<file path="src/rtl/mpi_rx_fifo.sv">
// Receive-side elastic buffer behind the MPI receiver: captures yumi-qualified words,
// presents them first-word-fall-through to the core, and returns one credit per pop.
module mpi_rx_fifo #(
    parameter int DEPTH  = 4,
    parameter int DATA_W = 64,
    parameter int CNT_W  = $clog2(DEPTH) + 1
) (
    input  logic              clk,
    input  logic              rst,
    input  logic              rx_yumi,
    input  logic [DATA_W-1:0] rx_data,
    output logic              rx_cred_ok,
    output logic              core_val,
    output logic [DATA_W-1:0] core_data,
    input  logic              core_rdy,
    output logic              cred_ret,
    output logic [CNT_W-1:0]  occupancy,
    output logic              ovf_err
);

    localparam int PTR_W = $clog2(DEPTH);

    typedef struct packed {
        logic push;
        logic pop;
        logic drop;
    } fifo_op_t;

    logic [DATA_W-1:0] mem [DEPTH];
    logic [PTR_W-1:0]  wr_ptr;
    logic [PTR_W-1:0]  rd_ptr;
    logic [CNT_W-1:0]  credits;
    logic              full;
    fifo_op_t          op;

    assign full       = (occupancy == CNT_W'(DEPTH));
    assign core_val   = (occupancy != '0);
    assign core_data  = mem[rd_ptr];
    assign rx_cred_ok = (credits != '0);

    // A pop in the same cycle frees the slot, so a push into a full FIFO is still taken.
    always_comb begin
        op      = '0;
        op.pop  = core_val && core_rdy;
        op.push = rx_yumi && (!full || op.pop);
        op.drop = rx_yumi && full && !op.pop;
    end

    always_ff @(posedge clk or posedge rst) begin
        if (rst) begin
            for (int i = 0; i < DEPTH; i++) mem[i] <= '0;
        end else if (op.push) begin
            mem[wr_ptr] <= rx_data;
        end
    end

    always_ff @(posedge clk or posedge rst) begin
        if (rst) begin
            wr_ptr <= '0;
            rd_ptr <= '0;
        end else begin
            if (op.push) wr_ptr <= wr_ptr + PTR_W'(1);
            if (op.pop)  rd_ptr <= rd_ptr + PTR_W'(1);
        end
    end

    // Occupancy and credits are kept as separate registers moving in opposite directions.
    always_ff @(posedge clk or posedge rst) begin
        if (rst) begin
            occupancy <= '0;
            credits   <= CNT_W'(DEPTH);
        end else if (op.push && !op.pop) begin
            occupancy <= occupancy + CNT_W'(1);
            credits   <= credits - CNT_W'(1);
        end else if (op.pop && !op.push) begin
            occupancy <= occupancy - CNT_W'(1);
            credits   <= credits + CNT_W'(1);
        end
    end

    always_ff @(posedge clk or posedge rst) begin
        if (rst) begin
            cred_ret <= 1'b0;
            ovf_err  <= 1'b0;
        end else begin
            cred_ret <= op.pop;
            if (op.drop) ovf_err <= 1'b1;
        end
    end

endmodule
</file>
<file path="config.mk">
export PLATFORM = sky130hd
export DESIGN_NAME = mpi_rx_fifo
export DESIGN_NICKNAME = d
export VERILOG_FILES = /design/src/rtl/mpi_rx_fifo.sv
export SDC_FILE = /design/constraint.sdc
export NUM_CORES = 1
export LEC_CHECK = 0
export BUFFER_PORTS_ARGS = -buffer_cell sky130_fd_sc_hd__clkbuf_2
export CAP_MARGIN = 20
export CORE_UTILIZATION = 30
export CTS_BUF_LIST = sky130_fd_sc_hd__clkbuf_4 sky130_fd_sc_hd__clkbuf_8
export CTS_CLUSTER_SIZE = 8
export DETAILED_ROUTE_END_ITERATION = 8
export GPL_TIMING_DRIVEN = 1
export PLACE_DENSITY = 0.46
export SLEW_MARGIN = 0
export SYNTH_ARGS = -nofsm -noshare
export SYNTH_HDL_FRONTEND = slang
export SYNTH_SLANG_ARGS = --single-unit
</file>
<file path="constraint.sdc">
create_clock -name clk -period 9.92 [get_ports clk]
set_input_delay 0.992 -clock clk [delete_from_list [all_inputs] [get_ports clk]]
set_output_delay 0.992 -clock clk [all_outputs]
set_load 0.03 [all_outputs]
</file>
==> metrics <==
critical path's largest stage delay roughly 0.85 ns; syn_nets between 700 and 800; Max FO, Critical Path 37; CP Class register to primary output; Avg Cell Area, Syn approximately 19 sq um; number of gates resized after cts 0; Post-Route WL 27.9 mm; final hold vios 0; CTS tree yes; LEAKAGE a little under 7 nW; Critical-path top delay cell dfrtp_4; clk_lat worst skew 0.61 ns; cell count after synthesis ~670; Setup TNS Final 0 ns; largest family of logic cells by synthesized area multiplexers; number of max-cap violations 0; clk buf depth 3; Die H between 200 and 250 um; largest net degree at the start of global routing 129; htree depth 2; number of global-route vias before repair about 7500; # setup viols final 0; gpl congestion between 0.6 and 0.7; post-synthesis mux area share 0.399; Final min period about 4.1 ns; Ports 139; synth unique cells 32; fin nets 906; Die ar. 0.0429 sq mm; crit share post-route 0.416; final max-slew violation count 0; std cell rows 74; Critical Path Start Type register; Clock transition at path regs 0.06 ns; vias per inst around 4.7; Core Area roughly 0.041 sq mm; CP cell instances buf_4 -> mux4_2 -> clkbuf_2; antenna-violating nets left 0; multi-input combinational cell area 0.00540 sq mm; DP Area between 0.01 and 0.015 sq mm; Storage cell area 0.00672 sq mm; Congestion Overflow GR 0; synthesis-to-layout area growth 16.2%; first drt pass iteration count 4; Crit path buffers/inverters 2; FMAX roughly 240 MHz; first-pass GRT wire length approximately 46 mm; sequential share of the synthesized area 0.531; drc violations 0; Hold Crit Class register to register; CTS hold repair buffers 0; Max-slew headroom 0.402; status finished, final reports clean; 1st-iter DRT viols 237; hold_ws around 0.47 ns; CTS Root Buffer Type clkbuf_8; setup bufs post-CTS 0; ant diodes 0; die width between 200 and 250 um; Initial Util 0.306; Synth Area in Adders 0.00694; Post-Synthesis Cell Area 0.0126 sq mm; Power Dens Cells slightly above 400 mW/mm^2; Tightest Pin Transition ~0.9 ns; CP endpoint kind primary output; TritonCTS buffer count 50; Worst EP required around 8.9 ns; Layout Skew about 0.015 ns; vias 6508; WP data arrival about 3.1 ns; initial antenna violation count 0; fin util 0.356; Clock Sinks between 200 and 300; DPL Wire Length 15.3 mm; Total GRT Usage 0.137; layout cells sized above 1 0.654; Post-Synth XOR/XNOR Area 0.00624; critical path's top delay family buffers and inverters; Post-Synth Simple-Gate Area 0.0124; synthesized-area fraction occupied by ao, oa, aoi and oai cells 0.00268; Wirelength per Cell 20.0 um; Synth Register Bits 268; RSZ-0062 raised after global routing no; yosys warns 0; PortBufs ~140; design area between 0.01 and 0.015 sq mm; FILL cells between 3000 and 4000; Max IR drop VDD between 0.15 and 0.2 mV
synth_stat cells:
cell	count	area share
mux2_2	78	0.070
nand3_1	1	0.00040
nor3_1	1	0.00040
buf_2	7	0.0028
dfstp_2	1	0.0021
buf_12	18	0.029
o21bai_1	1	0.00059
mux4_2	64	0.11
mux2_4	180	0.21
xnor2_1	8	0.0055
nor2_2	1	0.00050
xor2_1	1	0.00069
clkbuf_1	2	0.00059
dfrtp_1	267	0.53
nand2_8	3	0.0048
nor2_1	1	0.00030
a21oi_1	1	0.00040
nor4b_4	1	0.0019
buf_1	6	0.0018
ha_1	7	0.0069
or3_2	1	0.00059
mux2i_1	2	0.0016
nor2b_1	2	0.00099
inv_1	4	0.0012
or3_1	1	0.00050
o21ai_0	1	0.00040
nor2b_2	1	0.00069
a21boi_1	1	0.00059
nand2b_1	1	0.00050
a21o_2	1	0.00069
buf_6	7	0.0062
nand2_1	3	0.00089
metrics by stage:
stage	instances	worst slack, ns	power [mW]
5_1_grt	1399	5.47	6.30
3_3_place_gp	1309	6.35	4.81
2_1_floorplan	674	1.55	4.24
4_1_cts	1398	5.63	6.05
6_report	1399	5.79	5.94
3_5_place_dp	1310	6.33	4.84
worst reg2reg max path, stage by stage (launching register included):
cell,delay (ns)
dfrtp_1,0.50
nor4b_4,0.11
nor2b_2,0.63
nand2_8,0.65
mux2_4,0.58
state kept, by name (all words and copies together), names as in the netlist:
register	count
credits	3
wr_ptr	2
mem	256
ovf_err	1
rd_ptr	2
occupancy	3
cred_ret	1
per-layer routing:
layer  track usage  wire, um
met5             0         0
met4        0.0430       565
met3        0.0403      1320
met2         0.208     12800
met1         0.189     13200
placed cells by master, fill, tap and decap left out, drive strengths merged, types with 2 or more instances in the layout:
cell,n
buf,7
clkbuf,220
clkinv,2
clkinvlp,2
dfrtp,267
ha,7
inv,5
mux2,258
mux2i,2
mux4,64
nand2,6
nor2,2
nor2b,3
or3,2
xnor2,8
path summary, 6_finish.rpt:
check | startpoint | end | slack, ns | cells past startpoint
min in group asynchronous | rst | mem[254] | 0.60 | 2
max reg2reg | occupancy[1] | mem[153] | 7.33 | 4
max | rd_ptr[0] | core_data[31] | 5.79 | 3
max in group asynchronous | rst | mem[47] | 7.87 | 3
min reg2reg | ovf_err | ovf_err | 0.47 | 1
min | ovf_err | ovf_err | 0.47 | 1
cell type report:
class,count,area share
Tap cell,532,0.0454
Inverter,4,0.00154
Timing Repair Buffer,145,0.0529
Sequential cell,268,0.458
Clock buffer,82,0.0697
Multi-Input combinational cell,362,0.368
Clock inverter,6,0.00435
cell families after synthesis:
| family | Yosys count |
|---|---|
| multiplexers | 324 |
| flip-flops | 268 |
| buffers and inverters | 44 |
| AND/OR/NAND/NOR | 17 |
| XOR/XNOR | 9 |
| adder cells (fa/ha/maj) | 7 |
| AO/OA/AOI/OAI | 5 |
where the power goes:
group          switching [mW]  total (mW)  leakage, nW  internal, mW
Combinational            1.29        2.73         3.18          1.44
Clock                   0.477        1.15        0.572         0.673
Sequential              0.389        2.05         3.17          1.66
No activity file was read; power rests on OpenSTA's default activity.
